**config.mk**
```make
export PLATFORM = sky130hd
export DESIGN_NAME = weight_fetch_streamer
export DESIGN_NICKNAME = d
export VERILOG_FILES = /design/src/rtl/weight_fetch_streamer.sv
export SDC_FILE = /design/constraint.sdc
export NUM_CORES = 1
export LEC_CHECK = 0
export CAP_MARGIN = 10
export CORE_ASPECT_RATIO = 1.4
export CORE_MARGIN = 2
export CORE_UTILIZATION = 55
export CTS_CLUSTER_DIAMETER = 40
export DETAILED_ROUTE_END_ITERATION = 8
export GPL_ROUTABILITY_DRIVEN = 0
export PLACE_DENSITY = 0.8
export SYNTH_ARGS = -nofsm -noshare
export SYNTH_HDL_FRONTEND = slang
export SYNTH_SLANG_ARGS = --single-unit
```
**constraint.sdc**
```tcl
create_clock -name i_clk -period 6.1 [get_ports i_clk]
set_input_delay 0.61 -clock i_clk [delete_from_list [all_inputs] [get_ports i_clk]]
set_output_delay 0.61 -clock i_clk [all_outputs]
set_load 0.02 [all_outputs]
```
**src/rtl/weight_fetch_streamer.sv**
```systemverilog
// weight_fetch_streamer: read-side initiator for the weight memory array port.
// Issues one single-word read at a time (base, base+stride, ...), buffers the
// returned words in a small FIFO and streams them to the systolic array.
// Requests that go unanswered are reissued; too many in a row abort the job.
module weight_fetch_streamer #(
  parameter int ADDR_WIDTH = 14,
  parameter int DATA_WIDTH = 16,
  parameter int LEN_WIDTH  = 15,
  parameter int FIFO_DEPTH = 4,
  parameter int TIMEOUT    = 8,
  parameter int MAX_RETRY  = 3
) (
  input  logic                  i_clk,
  input  logic                  i_rst,
  input  logic                  i_start,
  input  logic [ADDR_WIDTH-1:0] i_cfg_base,
  input  logic [LEN_WIDTH-1:0]  i_cfg_len,
  input  logic [ADDR_WIDTH-1:0] i_cfg_stride,
  output logic                  o_busy,
  output logic                  o_done,
  output logic                  o_err,
  output logic [ADDR_WIDTH-1:0] o_mem_addr,
  output logic                  o_mem_re,
  input  logic [DATA_WIDTH-1:0] i_mem_rdata,
  input  logic                  i_mem_valid,
  output logic [DATA_WIDTH-1:0] o_w_data,
  output logic                  o_w_valid,
  input  logic                  i_w_ready
);

  localparam int PTR_W = (FIFO_DEPTH > 1) ? $clog2(FIFO_DEPTH) : 1;
  localparam int CNT_W = $clog2(FIFO_DEPTH + 1);
  localparam int TMR_W = $clog2(TIMEOUT + 1);
  localparam int RTY_W = (MAX_RETRY > 0) ? $clog2(MAX_RETRY + 1) : 1;

  typedef enum logic [2:0] {
    S_IDLE,
    S_ISSUE,
    S_WAIT,
    S_DRAIN,
    S_FIN
  } stateT;

  stateT                 r_state;
  logic [ADDR_WIDTH-1:0] r_addr;
  logic [ADDR_WIDTH-1:0] r_stride;
  logic [LEN_WIDTH-1:0]  r_remaining;
  logic [RTY_W-1:0]      r_retry;
  logic [TMR_W-1:0]      r_timer;
  logic                  r_busy;
  logic                  r_done;
  logic                  r_err;
  logic                  r_memRe;
  logic [ADDR_WIDTH-1:0] r_memAddr;

  logic [DATA_WIDTH-1:0] r_fifoMem [FIFO_DEPTH];
  logic [PTR_W-1:0]      r_wrPtr;
  logic [PTR_W-1:0]      r_rdPtr;
  logic [CNT_W-1:0]      r_count;

  logic                  w_push;
  logic                  w_pop;
  logic [CNT_W-1:0]      w_countNext;
  logic                  w_hasSpace;
  logic [ADDR_WIDTH-1:0] w_addrNext;
  logic                  w_timeout;
  logic                  w_abort;

  // Returned data is only accepted while a request is outstanding; the space
  // check looks at the count after this cycle's push/pop so a reissue can
  // be registered in the same cycle the response lands.
  assign w_push      = (r_state == S_WAIT) && i_mem_valid;
  assign w_pop       = (r_count != '0) && i_w_ready;
  assign w_countNext = r_count + CNT_W'(w_push) - CNT_W'(w_pop);
  assign w_hasSpace  = (w_countNext < CNT_W'(FIFO_DEPTH));
  assign w_addrNext  = r_addr + r_stride;
  assign w_timeout   = (r_state == S_WAIT) && !i_mem_valid && (r_timer == TMR_W'(TIMEOUT));
  assign w_abort     = w_timeout && (r_retry == RTY_W'(MAX_RETRY));

  assign o_busy     = r_busy;
  assign o_done     = r_done;
  assign o_err      = r_err;
  assign o_mem_re   = r_memRe;
  assign o_mem_addr = r_memAddr;
  assign o_w_valid  = (r_count != '0);
  assign o_w_data   = o_w_valid ? r_fifoMem[r_rdPtr] : '0;

  // Output FIFO: circular buffer, emptied on reset and on an aborted job.
  always_ff @(posedge i_clk) begin
    if (i_rst || w_abort) begin
      r_wrPtr <= '0;
      r_rdPtr <= '0;
      r_count <= '0;
    end else begin
      if (w_push) begin
        r_fifoMem[r_wrPtr] <= i_mem_rdata;
        r_wrPtr            <= r_wrPtr + 1'b1;
      end
      if (w_pop) begin
        r_rdPtr <= r_rdPtr + 1'b1;
      end
      r_count <= w_countNext;
    end
  end

  // Control FSM; a request is registered directly on the transition that
  // wants it, so mem_re appears the cycle after start or after a response.
  always_ff @(posedge i_clk) begin
    if (i_rst) begin
      r_state     <= S_IDLE;
      r_addr      <= '0;
      r_stride    <= '0;
      r_remaining <= '0;
      r_retry     <= '0;
      r_timer     <= '0;
      r_busy      <= 1'b0;
      r_done      <= 1'b0;
      r_err       <= 1'b0;
      r_memRe     <= 1'b0;
      r_memAddr   <= '0;
    end else begin
      r_memRe <= 1'b0;
      r_done  <= 1'b0;
      case (r_state)
        S_IDLE: begin
          if (i_start && !r_busy) begin
            r_addr      <= i_cfg_base;
            r_stride    <= i_cfg_stride;
            r_remaining <= i_cfg_len;
            r_retry     <= '0;
            r_err       <= 1'b0;
            r_busy      <= 1'b1;
            if (i_cfg_len == '0) begin
              r_state <= S_FIN;
            end else if (w_hasSpace) begin
              r_memRe   <= 1'b1;
              r_memAddr <= i_cfg_base;
              r_timer   <= '0;
              r_state   <= S_WAIT;
            end else begin
              r_state <= S_ISSUE;
            end
          end else begin
            r_busy <= 1'b0;
          end
        end
        S_ISSUE: begin
          if (w_hasSpace) begin
            r_memRe   <= 1'b1;
            r_memAddr <= r_addr;
            r_timer   <= '0;
            r_state   <= S_WAIT;
          end
        end
        S_WAIT: begin
          if (i_mem_valid) begin
            r_addr      <= w_addrNext;
            r_remaining <= r_remaining - 1'b1;
            r_retry     <= '0;
            if (r_remaining == LEN_WIDTH'(1)) begin
              r_state <= S_DRAIN;
            end else if (w_hasSpace) begin
              r_memRe   <= 1'b1;
              r_memAddr <= w_addrNext;
              r_timer   <= '0;
            end else begin
              r_state <= S_ISSUE;
            end
          end else if (w_timeout) begin
            if (w_abort) begin
              r_err   <= 1'b1;
              r_state <= S_FIN;
            end else begin
              r_retry <= r_retry + 1'b1;
              if (w_hasSpace) begin
                r_memRe   <= 1'b1;
                r_memAddr <= r_addr;
                r_timer   <= '0;
              end else begin
                r_state <= S_ISSUE;
              end
            end
          end else begin
            r_timer <= r_timer + 1'b1;
          end
        end
        S_DRAIN: begin
          if (r_count == '0) begin
            r_state <= S_FIN;
          end
        end
        S_FIN: begin
          r_done  <= 1'b1;
          r_state <= S_IDLE;
        end
        default: begin
          r_state <= S_IDLE;
        end
      endcase
    end
  end

endmodule

```
==> reports/results.txt <==
status = complete, no violations
Top delay family on crit path = buffers and inverters
Layout Cells excl Fill = 974
CP Cell Sequence = clkdlybuf4s50_1, and2_1, inv_2, ha_1, inv_1, ha_1, fa_1, xor3_1, a21oi_1, nor2_1, nor4b_4, buf_4, nand2_1, o31a_1
Comb pwr share = 0.447
max-cap violations = 0
layout net count = 898
Remaining Overflow, GRT = 0
dpl cells = 942
met2 usage = 0.473
vias per inst = 6.22
peak supply drop = 349 uV
Setup Buffers After CTS = 0
Hold Crit Class = reg -> reg
Period minus WS final = 4.55 ns
layout cells sized above 1 = 0.0792
maximum root-to-sink buffer count = 2
global-route wire length before repair = 29700 microns
PortBufs = 98
Slew @ Worst Pin = 1.05 ns
predominant post-synthesis flop cell = dfxtp_1
hold buffers post-CTS = 0
P_leak = 3.19 nW
H-tree levels = 4
Yosys cell types = 64
CTS tree = yes
Power Density = 487 nW/um^2
sequential power share = 0.308
Initial Util = 0.561
data arrival time of the critical path = 4.84 ns
sw frac = 0.394
clk slew on worst S/H paths = 0.06 ns
Max-slew headroom = 0.299
DP Worst Slack = 1.19 ns
Final Cycle Share = 0.745
crit path kind = in -> reg
pin count of the biggest net entering global routing = 74
synth warn = 0
GRT met1 Usage = 0.302
Yosys top cell by area = edfxtp_1
DRT antenna net count = 0
ys async rst share = 0
# IOs = 99
Max Transition Viols Final = 0
DRC violations left = 0
RSZ-0062 raised after global routing = false
maximum clock frequency = 220 MHz
drt total wl = 18200 microns
TritonCTS buffer count = 17
post-synthesis instance total = 728
post_cts resized = 0
final setup vio count = 0
Final TNS setup = 0 ns
most common cell after layout, fill and taps aside = nand2_1
setup ws final = 1.55 ns
DPL Wire Length = 12700 microns
Pre-antenna DRT Iters = 5
Initial DRC Count = 637
Pint = 2.62 mW
commonest cells after routing, fill and taps aside = nand2_1 (99), clkdlybuf4s50_1 (97), dfxtp_1 (79)
Top Usage Layer GRT = met2
Rows = 49
max incr delay on CP = 0.77 ns
CTS root buf = clkbuf_16
#FFs+latches synth = 143
critical path fanouts, max = 15
Req. time, crit path = 6.40 ns
Startpoint Class = input port
Core ar. = 12800 sq um
Seq/Total Area, Yosys = 0.487
vias in the first global route = 6159
Psw = 1.70 mW
Die Area = 14000 sq um
DR WL/cell = 18.7 microns
Mapped Avg Cell Area = 9.88 sq um
CP dominant cell by count = ha_1
Sink Count = 143
met3 Use GR = 0.0477
Crit-path slowest cell = clkdlybuf4s50_1
Die X = 101 microns
Crit path buffers/inverters = 4
mapped cell area = 7190 sq um
Final Hold Fails = 0
Clock Skews = 0.00935 ns
Die H = 139 microns
GRT Total Usage = 0.267
via count = 6061
initial antenna violation count = 0
Worst setup EP type = register
EDFF count, synth = 64
Ant. Diodes = 0
Synthesized Nets = 818
synthesis-to-finish area growth = 23.1%
Skew-Pair Late Insertion Delay = 0.41 ns
Yosys top cell area share = 0.267
synth top area cells = edfxtp_1 (27%), dfxtp_1 (22%), nand2_1 (5.2%)
clock share of power = 0.245
state kept, by name, indices dropped and copies added, names as in the netlist, named ones only:
| name | count |
|---|---|
| r_timer | 4 |
| r_stride | 14 |
| r_fifoMem | 64 |
| o_mem_addr | 14 |
| r_retry | 2 |
| r_count | 3 |
| r_addr | 14 |
| r_state | 3 |
| o_mem_re | 1 |
| r_wrPtr | 2 |
| o_done | 1 |
| o_err | 1 |
| r_remaining | 15 |
| r_rdPtr | 2 |
| o_busy | 1 |
cell families (layout without fill, tap and decap cells):
logic type	count (synthesis)	in the layout	synth area share
buffers and inverters	63	156	0.0336
AO/OA/AOI/OAI	189	189	0.168
AND/OR/NAND/NOR	260	260	0.172
flip-flops	143	143	0.487
adder cells (fa/ha/maj)	26	26	0.0473
XOR/XNOR	17	17	0.0228
multiplexers	30	30	0.0696
cells in the mapped netlist (all sizes together) (5+ instances only):
master and count:
edfxtp 64, a221oi 6, clkbuf 37, xor2 7
ha 24, nand2 99, o21ai 33, nor2 68
a31oi 7, a21oi 69, buf 6, mux4 16
nor4 5, dfxtp 79, inv 20, and2 25
xnor2 9, nand2b 7, mux2i 14, nor3 22
o21a 5, o221ai 5, a211oi 24, nand3 11
through the flow:
| stage | hold slack, ns | total power [mW] | instance area, sq um | util |
|---|---|---|---|---|
| floorplan | 0.440 | 2.64 | 7190 | - |
| global placement | 0.446 | 3.16 | 8250 | 0.643 |
| detailed placement | 0.454 | 3.23 | 8250 | 0.643 |
| CTS | 0.463 | 4.29 | 8850 | 0.691 |
| global route | 0.484 | 4.55 | 8850 | 0.691 |
| finish | 0.463 | 4.31 | 8850 | 0.691 |
power groups by stage:
stage	registers, mW	clock network, mW	logic [mW]
floorplan	1.30	0	1.34
global placement	1.34	0	1.82
finish	1.33	1.06	1.93
CTS	1.33	1.06	1.91
global route	1.35	1.11	2.10
detailed placement	1.34	0	1.89
layout make-up:
cell class	count	area, sq um
flip-flops and latches	143	3500
well taps	153	191
inverters	20	75.1
multi-input cells	522	3450
repair buffers	104	1020
clock buffers	24	503
clock inverters	8	104
fillers	958	3960
tightest hold or removal path: cells and delay by family (launching register included):
family / cells / cell delay, ns
DFF: 1 / 0.31
and+or+nand+nor: 1 / 0.05
AOI/OAI and AO/OA: 1 / 0.05
per-layer routing:
metal,wire length (microns),share of wire
met5,0,0
met4,705,0.039
met3,996,0.055
met2,9560,0.52
met1,6950,0.38
final timing paths:
kind / from / endpoint / slack [ns] / cells after the start
max: i_mem_valid / o_mem_addr[12] / 1.55 / 14
max reg2reg: r_state[1] / o_mem_addr[12] / 1.56 / 15
min: r_stride[7] / r_stride[7] / 0.46 / 2
min reg2reg: r_stride[7] / r_stride[7] / 0.46 / 2
Note: power is estimated with default switching activity, not from simulation.
==> variant 1: new RTL, same flow settings <==
`LEN_WIDTH`: 15 -> 30.
--- a/src/rtl/weight_fetch_streamer.sv
+++ b/src/rtl/weight_fetch_streamer.sv
@@ -7,3 +7,3 @@
   parameter int DATA_WIDTH = 16,
-  parameter int LEN_WIDTH  = 15,
+  parameter int LEN_WIDTH  = 30,
   parameter int FIFO_DEPTH = 4,
Ports: changed (resized i_cfg_len); port bits go from 99 to 114. The function was not compared with the original's and may differ.
==> variant 1 against the unedited design <==
- worst setup slack got worse by 0.35 ns
- sequential cell count rose by 15
- design area increased by 12%
- total power is 9.8% higher
- register-to-register slack worse by 0.35 ns
- first-iteration DRC count down 15%
- synthesized area up 14%
- routed wire length is 16% higher
- sequential share of layout area fell by 1.2 points
- global-route usage increased by 0.43 points
- worst hold slack got worse by 0.0060 ns
- critical endpoint is now o_mem_addr[7]$_SDFFE_PP0P_
==> variant 1: results (changes against the unedited design) <==
\begin{tabular}{lr}
\hline
Metric & Value \\
\hline
\multicolumn{2}{l}{\textbf{GRT}} \\
\quad Maximum number of pins on one net before global-route repair & 75 (+1.4\%) \\
\quad GR Util met2 & 48.09\% (+0.79 points) \\
\quad Met3 GRT Util & 3.856\% (-0.92 points) \\
\quad Global-route wire length before repair & 33730 um (+13\%) \\
\multicolumn{2}{l}{\textbf{Final layout}} \\
\quad Fraction of cell area in non-clock buffers & 11.81\% (+0.27 points) \\
\quad Register fraction of the total cell area & 38.35\% (-1.2 points) \\
\quad Synthesis-to-layout area growth & 21.52\% \\
\quad Final net count & 1047 (+17\%) \\
\quad Number of ordinary and repair buffers in the finished layout & 119 (+14\%) \\
\multicolumn{2}{l}{\textbf{Setup path}} \\
\quad Critical path's slowest cell & xnor2\_2 \\
\quad Crit Path Max Fanout & 19 (+4) \\
\quad Crit path DAT & 5.20 ns (+0.36 ns) \\
\quad Worst setup path startpoint & r\_count[1]\$\_SDFF\_PP0\_ \\
\quad Reg-to-reg setup timing slack & 1.21 ns (-0.35 ns) \\
\quad Gate family responsible for the most delay along the worst path & compound AO/OA/AOI/OAI gates \\
\multicolumn{2}{l}{\textbf{Yosys}} \\
\quad Post-Synthesis Mean Instance Area & 9.512 um2 (-3.7\%) \\
\quad Dominant cells by area after synthesis & edfxtp\_1 (24\%), dfxtp\_1 (23\%), nand2\_1 (4.6\%) \\
\quad Seq cells post-synth & 158 (+10\%) \\
\quad Cells after Synth & 858 (+18\%) \\
\quad Unique masters post-synth & 68 (+6.3\%) \\
\quad Share of the yosys chip area belonging to registers & 46.60\% (-2.1 points) \\
\multicolumn{2}{l}{\textbf{Routing}} \\
\quad Post-Route M1 WL & 8492 um (+22\%) \\
\quad WL/cell & 18.42 um (-1.5\%) \\
\quad First-iteration detailed-routing DRC count & 542 (-15\%) \\
\quad Vias per Instance & 6.229 (+0.10\%) \\
\quad Total met2 wirelength after detailed routing & 10950 um (+15\%) \\
\multicolumn{2}{l}{\textbf{Power}} \\
\quad Total power density per cell area & 477.7 nW/um2 (-2.0\%) \\
\quad Comb pwr share & 46.7\% (+2.0 points) \\
\quad Static leakage & 3.501 nW (+9.6\%) \\
\quad Clk pwr & 0.992 mW (-6\%) \\
\multicolumn{2}{l}{\textbf{Placement}} \\
\quad Half-perimeter wire length after detailed placement & 14350 um (+13\%) \\
\quad Post-Place Cells & 1112 (+18\%) \\
\multicolumn{2}{l}{\textbf{Timing}} \\
\quad Max frequency & 204.4 MHz (-7.1\%) \\
\quad Transition time of the tightest slew-check pin & 1.304 ns (+0.2544 ns) \\
\quad Setup skew after layout & 0.01065 ns (+0.001307 ns) \\
\multicolumn{2}{l}{\textbf{Run status}} \\
\quad Outcome & completed \\
\hline
\end{tabular}
==> variant 1: worst min-delay path by stage <==
stage	startpoint	endpoint	slack [ns]	depth (start not counted)
finish	r_stride[3]$_SDFFE_PP0P_	r_stride[3]$_SDFFE_PP0P_	0.46	2
global route	r_stride[3]$_SDFFE_PP0P_	r_stride[3]$_SDFFE_PP0P_	0.48	2
CTS	r_stride[3]$_SDFFE_PP0P_	r_stride[3]$_SDFFE_PP0P_	0.46	2
detailed placement	r_stride[3]$_SDFFE_PP0P_	r_stride[3]$_SDFFE_PP0P_	0.45	2
global placement	r_stride[3]$_SDFFE_PP0P_	r_stride[3]$_SDFFE_PP0P_	0.45	2
floorplan	r_retry[1]$_SDFFE_PP0P_	r_retry[1]$_SDFFE_PP0P_	0.44	2
==> variant 1: logic make-up after synthesis <==
family                     share of synthesized area (%)
AOI/OAI and AO/OA                                  19.70
buffers and inverters                              3.710
muxes                                              5.028
adders and majority gates                          4.170
DFF                                                46.60
and+or+nand+nor                                    19.52
xor gates and xnor gates                           1.273
==> variant 2: new RTL, config.mk and constraints unchanged <==
Without the edit above. Register the inputs `i_cfg_base`, `i_cfg_len` and `i_cfg_stride` before use, with the module's reset. The logic sees them one clock later. The other inputs are not delayed to match.
--- a/src/rtl/weight_fetch_streamer.sv
+++ b/src/rtl/weight_fetch_streamer.sv
@@ -43,2 +43,18 @@
 
+  logic [ADDR_WIDTH-1:0] i_cfg_base_q;
+  logic [LEN_WIDTH-1:0] i_cfg_len_q;
+  logic [ADDR_WIDTH-1:0] i_cfg_stride_q;
+
+  always_ff @(posedge i_clk) begin
+    if (i_rst) begin
+      i_cfg_base_q   <= '0;
+      i_cfg_len_q    <= '0;
+      i_cfg_stride_q <= '0;
+    end else begin
+      i_cfg_base_q   <= i_cfg_base;
+      i_cfg_len_q    <= i_cfg_len;
+      i_cfg_stride_q <= i_cfg_stride;
+    end
+  end
+
   stateT                 r_state;
@@ -126,5 +142,5 @@
           if (i_start && !r_busy) begin
-            r_addr      <= i_cfg_base;
-            r_stride    <= i_cfg_stride;
-            r_remaining <= i_cfg_len;
+            r_addr      <= i_cfg_base_q;
+            r_stride    <= i_cfg_stride_q;
+            r_remaining <= i_cfg_len_q;
             r_retry     <= '0;
@@ -132,3 +148,3 @@
             r_busy      <= 1'b1;
-            if (i_cfg_len == '0) begin
+            if (i_cfg_len_q == '0) begin
               r_state <= S_FIN;
@@ -136,3 +152,3 @@
               r_memRe   <= 1'b1;
-              r_memAddr <= i_cfg_base;
+              r_memAddr <= i_cfg_base_q;
               r_timer   <= '0;
Formal check against the unedited RTL: not equivalent (a bounded check fails within 4 cycles, from zero or initial values and one cycle with i_rst high).
==> variant 2 against the unedited design <==
- utilization decreased by 1.8 points
- first-iteration DRC count is 20% lower
- design area rose by 15%
- sequential share of layout area up 3.3 points
- sequential cell count increased by 43
- worst setup slack got worse by 0.27 ns
- clock skew down 0.0011 ns
- routed wire length up 5.8%
- global-route usage down 2.5 points
- combinational power grew 4%
- total power up 7.9%
- sequential power grew 22%
- synthesized area increased by 19%
==> variant 2: results (changes against the unedited design) <==
\begin{tabular}{lr}
\hline
Metric & Value \\
\hline
\multicolumn{2}{l}{\textbf{Run status}} \\
\quad Outcome & completed \\
\multicolumn{2}{l}{\textbf{Yosys}} \\
\quad Dominant cells by area after synthesis & dfxtp\_1 (29\%), edfxtp\_1 (23\%), mux4\_2 (4.2\%) \\
\quad Seq cells post-synth & 186 (+30\%) \\
\quad Unique masters post-synth & 70 (+9.4\%) \\
\quad Top post-synthesis cells by count & dfxtp\_1 (122), nand2\_1 (93), nor2\_1 (68) \\
\quad Syn nets & 935 (+14\%) \\
\multicolumn{2}{l}{\textbf{Setup path}} \\
\quad Critical path's slowest cell & xnor2\_4 \\
\quad Gate family responsible for the most delay along the worst path & XOR/XNOR gates \\
\quad Worst reg2reg startpoint & r\_count[2]\$\_SDFF\_PP0\_ \\
\multicolumn{2}{l}{\textbf{Placement}} \\
\quad Half-perimeter wire length after detailed placement & 12830 um (+1.3\%) \\
\quad Post-Place Cells & 1087 (+15\%) \\
\multicolumn{2}{l}{\textbf{Final layout}} \\
\quad Layout fillers & 1170 (+22\%) \\
\quad Final core utilization & 67.27\% (-1.8 points) \\
\quad Number of ordinary inverters in the final layout & 18 (-10\%) \\
\quad Area taken by flip-flops and latches & 4364 um2 (+25\%) \\
\quad Final net count & 1004 (+12\%) \\
\quad Largest registers & r\_fifoMem (64), i\_cfg\_len\_q (15), r\_remaining (15) \\
\multicolumn{2}{l}{\textbf{Timing}} \\
\quad Transition time of the tightest slew-check pin & 1.074 ns (+0.02356 ns) \\
\quad Setup skew after layout & 0.008258 ns (-0.001088 ns) \\
\multicolumn{2}{l}{\textbf{Power}} \\
\quad Sw Pwr & 1.821 mW (+7.2\%) \\
\quad Static leakage & 3.675 nW (+15\%) \\
\multicolumn{2}{l}{\textbf{Routing}} \\
\quad Total met2 wirelength after detailed routing & 9803 um (+2.6\%) \\
\quad Total wirelength of the detailed-routed design & 19270 um (+5.8\%) \\
\multicolumn{2}{l}{\textbf{GRT}} \\
\quad Met1 routing resource usage after global routing & 28.36\% (-1.8 points) \\
\quad Maximum number of pins on one net before global-route repair & 57 (-23\%) \\
\quad GR Util met2 & 42.86\% (-4.4 points) \\
\quad Vias in the first global route & 6341 (+3.0\%) \\
\hline
\end{tabular}
-- variant 2: changes by cell type after synthesis, sizes merged, moves of 6 or more --
cell | before | now
dfxtp | 79 | 122
nor2b | 4 | 47
o21ai | 33 | 43
a211oi | 24 | 16
a21o | 4 | 11
and3 | 3 | 9
buf | 6 | 12
clkbuf | 37 | 43
-- variant 2: logic make-up after synthesis --
kind of cell | Yosys count | share of synthesized area, %
flops | 186 | 51.13
buf+inv | 73 | 3.342
xor+xnor | 11 | 1.349
simple gates | 316 | 18.82
mux | 33 | 6.215
compound gates | 200 | 15.16
fa+ha+maj | 26 | 3.987
-- variant 2: path summary, 6_finish.rpt --
kind                                                     to  slack, ns
worst max register to register  o_mem_addr[10]$_SDFFE_PP0P_       1.36
worst min-delay path               r_stride[1]$_SDFFE_PP0P_       0.43
worst min register to register     r_stride[1]$_SDFFE_PP0P_       0.43
worst max-delay path            o_mem_addr[10]$_SDFFE_PP0P_       1.28
